--- src/rtl/instr_fetch_unit.sv ---
// instr_fetch_unit
//   Fetch stage between a fixed-latency instruction ROM and the decoder.
//   An internal PC drives sequential ROM reads. Returned words land in a
//   prefetch FIFO. The FIFO head is offered downstream on a valid/ready
//   handshake. A redirect pulse flushes the FIFO and any in-flight reads and
//   restarts fetch at a new PC. Halt stops new reads and lets the pipe drain.
//   A read is only issued when the FIFO is sure to have room for its reply.
//   Optional build macro: FETCH_STATS_EN adds the fetch_cnt/flush_cnt counters.
module instr_fetch_unit #(
  parameter int unsigned DEPTH    = 4,
  parameter int unsigned ROM_LAT  = 1,
  parameter int unsigned ADDR_W   = 9,
  parameter logic [15:0] RESET_PC = 16'h0000
) (
  input  logic        clk,
  input  logic        rst_n,
  output logic [15:0] rom_addr,
  output logic        rom_en,
  input  logic [15:0] rom_q,
  output logic [15:0] instr,
  output logic [15:0] instr_pc,
  output logic        instr_valid,
  input  logic        instr_ready,
  input  logic        redirect,
  input  logic [15:0] redirect_pc,
  input  logic        halt
`ifdef FETCH_STATS_EN
  ,
  output logic [15:0] fetch_cnt,
  output logic [15:0] flush_cnt
`endif
);

  localparam int unsigned PTR_W = $clog2(DEPTH);
  localparam int unsigned CNT_W = PTR_W + 1;

  typedef enum logic [1:0] {
    ST_RUN    = 2'd0,
    ST_DRAIN  = 2'd1,
    ST_HALTED = 2'd2
  } state_e;

  state_e              state_q, state_d;
  logic [ADDR_W-1:0]   pc_q, pc_d;
  logic [ROM_LAT-1:0]  infl_vld_q, infl_vld_d;
  logic [ADDR_W-1:0]   infl_pc_q [ROM_LAT];
  logic [ADDR_W-1:0]   infl_pc_d [ROM_LAT];
  logic [15:0]         mem_data [DEPTH];
  logic [ADDR_W-1:0]   mem_pc [DEPTH];
  logic [PTR_W-1:0]    rd_q, rd_d, wr_q, wr_d;
  logic [CNT_W-1:0]    count_q, count_d;
  logic [CNT_W-1:0]    infl_cnt;
  logic [CNT_W:0]      occupancy;
  logic                issue, push, pop, fifo_empty;
  logic                unused_redirect_hi;

  // Only the low ADDR_W bits of the redirect target are meaningful.
  assign unused_redirect_hi = ^redirect_pc[15:ADDR_W];

  // Occupancy: words already in the FIFO plus replies still in flight.
  always_comb begin
    infl_cnt = '0;
    for (int i = 0; i < ROM_LAT; i++) begin
      infl_cnt = infl_cnt + CNT_W'(infl_vld_q[i]);
    end
    occupancy = {1'b0, count_q} + {1'b0, infl_cnt};
  end

  // Handshake and issue decisions for the current cycle.
  always_comb begin
    fifo_empty  = (count_q == '0);
    instr_valid = !fifo_empty && !redirect;
    pop         = instr_valid && instr_ready;
    push        = infl_vld_q[ROM_LAT-1];
    issue       = (state_q == ST_RUN) && !redirect &&
                  (occupancy < (CNT_W+1)'(DEPTH));
    // rom_en is also masked by rst_n so no read is requested while reset is asserted.
    rom_en      = issue && rst_n;
    rom_addr    = rom_en ? 16'(pc_q) : 16'h0000;
    instr       = fifo_empty ? 16'h0000 : mem_data[rd_q];
    instr_pc    = fifo_empty ? 16'h0000 : 16'(mem_pc[rd_q]);
  end

  // Next PC, in-flight shift register and FIFO pointers.
  always_comb begin
    // NOTE: every variable gets a default first, so no path can leave it unassigned and infer a latch.
    pc_d       = pc_q;
    infl_vld_d = infl_vld_q;
    infl_pc_d  = infl_pc_q;
    rd_d       = rd_q;
    wr_d       = wr_q;
    count_d    = count_q;

    for (int i = ROM_LAT - 1; i > 0; i--) begin
      infl_vld_d[i] = infl_vld_q[i-1];
      infl_pc_d[i]  = infl_pc_q[i-1];
    end
    infl_vld_d[0] = issue;
    infl_pc_d[0]  = pc_q;

    if (redirect) begin
      // Flush: late ROM replies are dropped with their valid bits.
      pc_d       = redirect_pc[ADDR_W-1:0];
      infl_vld_d = '0;
      rd_d       = '0;
      wr_d       = '0;
      count_d    = '0;
    end else begin
      if (issue) pc_d = pc_q + ADDR_W'(1);
      if (push)  wr_d = wr_q + PTR_W'(1);
      if (pop)   rd_d = rd_q + PTR_W'(1);
      case ({push, pop})
        2'b10:   count_d = count_q + CNT_W'(1);
        2'b01:   count_d = count_q - CNT_W'(1);
        default: count_d = count_q;
      endcase
    end
  end

  // Run/drain/halt control. A redirect leaves the state untouched.
  always_comb begin
    state_d = state_q;
    if (!redirect) begin
      case (state_q)
        ST_RUN:    if (halt) state_d = ST_DRAIN;
        ST_DRAIN: begin
          if (!halt)                 state_d = ST_RUN;
          else if (infl_cnt == '0)   state_d = ST_HALTED;
        end
        ST_HALTED: if (!halt) state_d = ST_RUN;
        default:   state_d = ST_RUN;
      endcase
    end
  end

  // Control state registers.
  always_ff @(posedge clk or negedge rst_n) begin
    if (!rst_n) begin
      state_q    <= ST_RUN;
      pc_q       <= RESET_PC[ADDR_W-1:0];
      infl_vld_q <= '0;
      for (int i = 0; i < ROM_LAT; i++) infl_pc_q[i] <= '0;
      rd_q       <= '0;
      wr_q       <= '0;
      count_q    <= '0;
    end else begin
      // NOTE: non-blocking assignments so every register samples pre-edge values.
      state_q    <= state_d;
      pc_q       <= pc_d;
      infl_vld_q <= infl_vld_d;
      infl_pc_q  <= infl_pc_d;
      rd_q       <= rd_d;
      wr_q       <= wr_d;
      count_q    <= count_d;
    end
  end

  // FIFO storage: ROM word plus the address it came from.
  always_ff @(posedge clk) begin
    // NOTE: storage is not reset; count_q marks it empty and the outputs are masked until written.
    if (push && !redirect) begin
      mem_data[wr_q] <= rom_q;
      mem_pc[wr_q]   <= infl_pc_q[ROM_LAT-1];
    end
  end

`ifdef FETCH_STATS_EN
  logic [15:0] fetch_cnt_q, flush_cnt_q;

  // Statistics: FIFO pushes and redirects, both wrapping at 16 bits.
  always_ff @(posedge clk or negedge rst_n) begin
    if (!rst_n) begin
      fetch_cnt_q <= '0;
      flush_cnt_q <= '0;
    end else begin
      if (push && !redirect) fetch_cnt_q <= fetch_cnt_q + 16'd1;
      if (redirect)          flush_cnt_q <= flush_cnt_q + 16'd1;
    end
  end

  assign fetch_cnt = fetch_cnt_q;
  assign flush_cnt = flush_cnt_q;
`endif

endmodule

--- config.mk ---
export PLATFORM = sky130hd
export DESIGN_NAME = instr_fetch_unit
export DESIGN_NICKNAME = d
export VERILOG_FILES = /design/src/rtl/instr_fetch_unit.sv
export SDC_FILE = /design/constraint.sdc
export NUM_CORES = 1
export LEC_CHECK = 0
export BUFFER_PORTS_ARGS = -buffer_cell sky130_fd_sc_hd__buf_2
export CORE_MARGIN = 5
export CORE_UTILIZATION = 50
export CTS_CLUSTER_SIZE = 25
export DETAILED_ROUTE_END_ITERATION = 8
export GPL_TIMING_DRIVEN = 0
export PLACE_DENSITY = 0.75
export SYNTH_ARGS = -nofsm -noshare
export SYNTH_HDL_FRONTEND = slang
export SYNTH_SLANG_ARGS = --single-unit
--- constraint.sdc ---
create_clock -name clk -period 2 [get_ports clk]
set_clock_uncertainty 0.05 [all_clocks]
set_input_delay 0.3 -clock clk [delete_from_list [all_inputs] [get_ports clk]]
set_output_delay 0.3 -clock clk [all_outputs]
set_load 0.02 [all_outputs]
After elaboration in Yosys (flattened, before gate mapping) --
Memory sizes are Yosys's and may differ from the RTL's. Index checks and enable logic that the tools add are counted. W data, S select, Z words.
Word-level totals: flip-flop bits (word level) 28, RAM bits 100, input bits 37, output and inout bits 50, word-level logic and storage cells 59, memories 2
Memory list:
- mem_data | depth 4, bits a word 16, rd ports 1, clocked after memory_dff 0, wr ports 1, line 48 | logic [15:0] mem_data [DEPTH];
- mem_pc | depth 4, bits a word 9, rd ports 1, clocked after memory_dff 0, wr ports 1, line 49 | logic [ADDR_W-1:0] mem_pc [DEPTH];
Cells by class: add/sub/neg operators 6, order comparisons 1, equal/unequal tests 7, mux-type cells 19, bitwise operators 1, reductions and logical operators 16
Operators by type and width (number):
- $mux W9 | 4
- $mux W16 | 1
- $mux W2 | 8
- $add A9 B1 Y9 const B | 1
- $logic_and A1 B1 Y1 | 6
- $logic_not A3 Y1 | 2
- $pmux W2 S3 | 1
- $pmux W3 S2 | 1
- $reduce_bool A2 Y1 | 3
- $add A2 B1 Y2 const B | 2
- $add A3 B1 Y4 | 1
- $eq A2 B1 Y1 const B | 2
- $eq A2 B2 Y1 const B | 2
- $lt A4 B3 Y1 const B | 1
- $ne A2 B2 Y1 const B | 2
- $reduce_and A4 Y1 | 1
- $add A3 B1 Y3 const B | 1
- $mux W1 | 3
- $mux W3 | 1
- $ne A3 B3 Y1 const B | 1
- $reduce_bool A3 Y1 | 1
- $sub A3 B1 Y3 const B | 1
- $logic_not A1 Y1 | 2
- $logic_not A2 Y1 | 1
- $not A1 Y1 | 1

Depth between registers and ports, before layout --
depth after elaboration 7, gate-level depth with buffers 7, gate-level depth less buffers 6

Least setup slack after synthesis --
No wires, ideal clock.
path type reg-to-reg, start point register count_q[1], end point register count_q[2], setup time 134 ps, data arrival time 1695 ps, data required time 1816 ps, path slack 120 ps, stages on the path, launching flop included 7, buffers on the path 0, period minus slack after synthesis 1880 ps, cells stage by stage dfrtp_1 -> o31ai_4 -> nor3_1 -> fa_1 -> nor3_1 -> o21ai_0 -> nor3b_1
Between the ends: cells in the longest elaborated chain, start to end 7, elaborated cells between the ends (all ways) 11, those cells by class add/sub: 2; eq/ne: 2; mux: 2; reduce/logical: 5
RTL lines:
- start, declared | line 51 | logic [CNT_W-1:0] count_q, count_d;
- start signal, assigned | line 154 | count_q <= count_d;
- $logic_not A3 Y1 | line 71 | fifo_empty = (count_q == '0);
- $logic_not A1 Y1 | line 72 | instr_valid = !fifo_empty && !redirect;
- $logic_and A1 B1 Y1 | line 72
- $logic_and A1 B1 Y1 | line 73 | pop = instr_valid && instr_ready;
- $eq A2 B1 Y1 or $eq A2 B2 Y1 (tied branches) | line 112 | case ({push, pop})
- $pmux W3 S2 | line 112
- $mux W3 | line 101 | if (redirect) begin
Several ways; a longest one is shown, not always the timed one. A chain may end at the register's enable or synchronous reset.

Final worst setup path --
start point register rd_q[0], end point output port instr[6]
Between the ends: cells in the longest elaborated chain, start to end 2
RTL lines:
- start, declared | line 50 | logic [PTR_W-1:0] rd_q, rd_d, wr_q, wr_d;
- start signal, assigned | line 152 | rd_q <= rd_d;
- $mem_v2 Z4 W16
- $mux W16 | line 80 | instr = fifo_empty ? 16'h0000 : mem_data[rd_q];
- end, declared | line 20 | output logic [15:0] instr,
No other way between the ends.

==> results.json <==
{
  "io_pins": 87,
  "synth_area_per_cell_um2": 17.2,
  "ys_async_sr_fraction_pct": 21.9,
  "die_area_mm2": 0.0127,
  "grt_pass1_wl_mm": 16.4,
  "cp_top_family": "buffers and inverters",
  "cts_root_buf": "clkbuf_8",
  "synth-xor-area-share_pct": 0.497,
  "min_period_ps": 2350,
  "finalCritPeriodShare_pct": 118,
  "ys_ff_latch": 128,
  "die_y_um": 113,
  "seq_area_mm2": 0.00371,
  "synth.distinct_cells": 39,
  "insertion_delay_ps": 520,
  "rsz0062_at_grt": "true",
  "switching_power_mw": 2.99,
  "setup_slack_ps": -350,
  "p_int_mw": 6.71,
  "synth_top_area_share_pct": 56.8,
  "grt_max_degree": 29,
  "end_kind": "output pin",
  "drt-initial-drc-count": 220,
  "critical_path.max_fanout": 7,
  "ant_nets": 0,
  "slew_headroom_pct": 52.0,
  "syn_to_final_growth_pct": 35.5,
  "numCtsBuffers": 17,
  "core_mm2": 0.0103,
  "fillers": 655,
  "synth_area_mm2": 0.00529,
  "fin_hold_ws_ps": 45.5,
  "yosys.area_share.simple_pct": 8.99,
  "antenna_cells": 0,
  "ys_seq_area_share_pct": 70.0,
  "netSwitchingFraction_pct": 30.8,
  "dp_hpwl_mm": 6.05,
  "synth_top_flop_cell": "edfxtp_1",
  "crit_path_cell_trace": "buf_6 > clkbuf_16 > mux4_2 > nor2b_1 > buf_2",
  "synth_compound_area_share_pct": 3.83,
  "nets": 490,
  "wl_per_cell_um": 18.0,
  "setup_tns_ps": -9710,
  "instances_no_fill": 596,
  "synthMuxAreaShare_pct": 11.2,
  "yosys_warnings": 0,
  "grt_pass1_vias": 3215,
  "vias_per_cell": 5.20,
  "start_kind": "flop",
  "power_density_mw_per_mm2": 1350,
  "crit_arrival_ps": 2000,
  "finalHoldViolCount": 0,
  "multi_input_area_mm2": 0.00156,
  "crit_type": "flop to output pin",
  "layout-drive-gt1-share_pct": 43.7,
  "slew_violations": 0,
  "grt.total_usage_pct": 17.0,
  "antenna_found_initial": 0,
  "start_util_pct": 51.2,
  "finalSetupViolations": 36,
  "postSynthCellCount": 308,
  "combPwrFrac_pct": 33.4,
  "cts_max_level": 4,
  "fmaxAchievable_mhz": 425,
  "vias": 3097,
  "p_leak_nw": 2.76,
  "power_frac_clock_pct": 30.9,
  "p_seq_share_pct": 35.7,
  "tightest_slew_ps": 720,
  "chipWidth_um": 113,
  "cts_sinks": 128,
  "hold_path.class": "input port to flop",
  "firstDrtPassIters": 4,
  "cpPeakStageDelay_ps": 500,
  "routed_wl_mm": 10.7,
  "synth_top_family_by_area": "multiplexers",
  "clockBufferDepth": 2,
  "gp_congestion": 0.867,
  "rows": 37,
  "yosys-top-cells-area": "edfxtp_1 57%, dfrtp_1 13%, mux4_2 11%, nor2b_1 3.3%, buf_4 2.4%",
  "tritoncts": "done",
  "cpMaxStageDelayCell": "mux4_2",
  "path_buf_inv": 3,
  "portBuffers": 64,
  "drv_cap": 0,
  "status": "complete, but fails checks",
  "grt_overflow": 0,
  "cp.required_ps": 1650,
  "dp.cells": 521,
  "p_total_mw": 9.70,
  "clkTransAtPathRegs_ps": 60,
  "yosysTopAreaCell": "edfxtp_1",
  "synth_edf_count": 100,
  "violations": "negative setup slack",
  "drc_errors": 0,
  "ir_drop_v": 0.000742,
  "synthAdderAreaFrac_pct": 1.56
}
-- state kept, by name, summed over array words and instances (netlist names) --
signal and cells:
count_q 3, infl_pc_d 9, infl_pc_q 9, infl_vld_q 1, mem_data 64, mem_pc 36
rd_q 2, state_q 2, wr_q 2
-- through the flow --
step                cell area, µm²  worst slack (ps)  util [%]
floorplan                     5340               120         -
global placement              5830              -511      56.5
detailed placement            5830              -540      56.5
CTS                           6970              -349      67.5
global route                  7170              -421      69.5
finish                        7170              -350      69.5
-- layout make-up --
class                   instances  area share (%)
plain buffers                  27            3.30
clock buffers                  18            5.83
clock inverters                14            2.32
inverters                       7           0.366
multi-input cells             159            21.7
flip-flops and latches        128            51.7
well taps                     136            2.37
repair buffers                107            12.4
-- Yosys cell counts, types with 2 or more instances --
cell and instances:
a21oi_1 3, ha_1 5, inv_1 6, buf_2 2, mux2i_1 3, nor3_1 8
and2_1 14, nand3_1 6, buf_1 2, mux4_2 25, clkbuf_1 4, o21ai_0 7
dfrtp_1 28, o21bai_1 2, xnor2_1 3, a21o_1 3, buf_4 17, a221o_1 6
and3_1 4, nand2_1 5, nor3b_1 2, edfxtp_1 100, nor2b_1 28, nor2_1 10
-- placed cells by master (no fill, tap or decap), types with 5 or more instances in the layout --
master         count
edfxtp_1         100
buf_2             45
buf_4             28
dlygate4sd3_1     26
buf_6             25
mux4_2            25
dfrtp_1           24
nor2b_1           20
clkbuf_16         18
conb_1            14
nor2_1            10
and2_4             9
nor2b_4            7
o21ai_0            7
inv_1              6
a221o_1            6
nand2_1            5
nand3_1            5
ha_1               5
-- routing by layer --
metal,vias to the layer above,global-route usage (%),routed length (µm)
met3,27,4.71,580
met1,1520,19.6,4060
met2,116,29.8,5840
met4,0,7.53,266
li1,1434,-,-
met5,-,0,0
-- worst paths after layout --
kind / slack [ps] / depth (start not counted) / end / start
hold reg to reg: 440 / 0 / infl_pc_q[6]$_DFF_PN0_ / infl_pc_d[6]$_DFFE_PN0P_
hold / removal: 50 / 2 / infl_pc_d[2]$_DFFE_PN0P_ / redirect
min in group asynchronous: 230 / 3 / state_q[0]$_DFFE_PN0P_ / rst_n
max in group asynchronous: 1500 / 3 / infl_pc_q[2]$_DFF_PN0_ / rst_n
setup reg to reg: 70 / 7 / count_q[2]$_DFFE_PN0P_ / count_q[2]$_DFFE_PN0P_
setup / recovery: -350 / 5 / instr[6] / rd_q[0]$_DFFE_PN0P_
-- power by group through the flow --
| stage | sequential, mW | clock [mW] | combinational, mW |
|---|---|---|---|
| global route | 3.50 | 3.16 | 3.49 |
| CTS | 3.47 | 3.05 | 2.81 |
| detailed placement | 3.49 | 0 | 2.36 |
| finish | 3.46 | 3.00 | 3.24 |
| floorplan | 3.41 | 0 | 1.70 |
| global placement | 3.46 | 0 | 2.31 |
-- logic make-up after synthesis --
logic type | Yosys count
DFF | 128
and+or+nand+nor | 82
buffers and inverters | 34
muxes | 28
AOI/OAI and AO/OA | 26
adders and majority gates | 6
xor gates and xnor gates | 3
other | 1
-- repair_timing --
action | in CTS | in global routing
hold buffers | 27 | 0
gates cloned | 1 | 2
setup endpoints to repair | 137 | 37
pin swaps | 4 | 3
hold endpoints to repair | 101 | 0
buffers inserted | 10 | 4
gates resized for setup | 65 | 37
No activity file was read; power rests on OpenSTA's default activity.
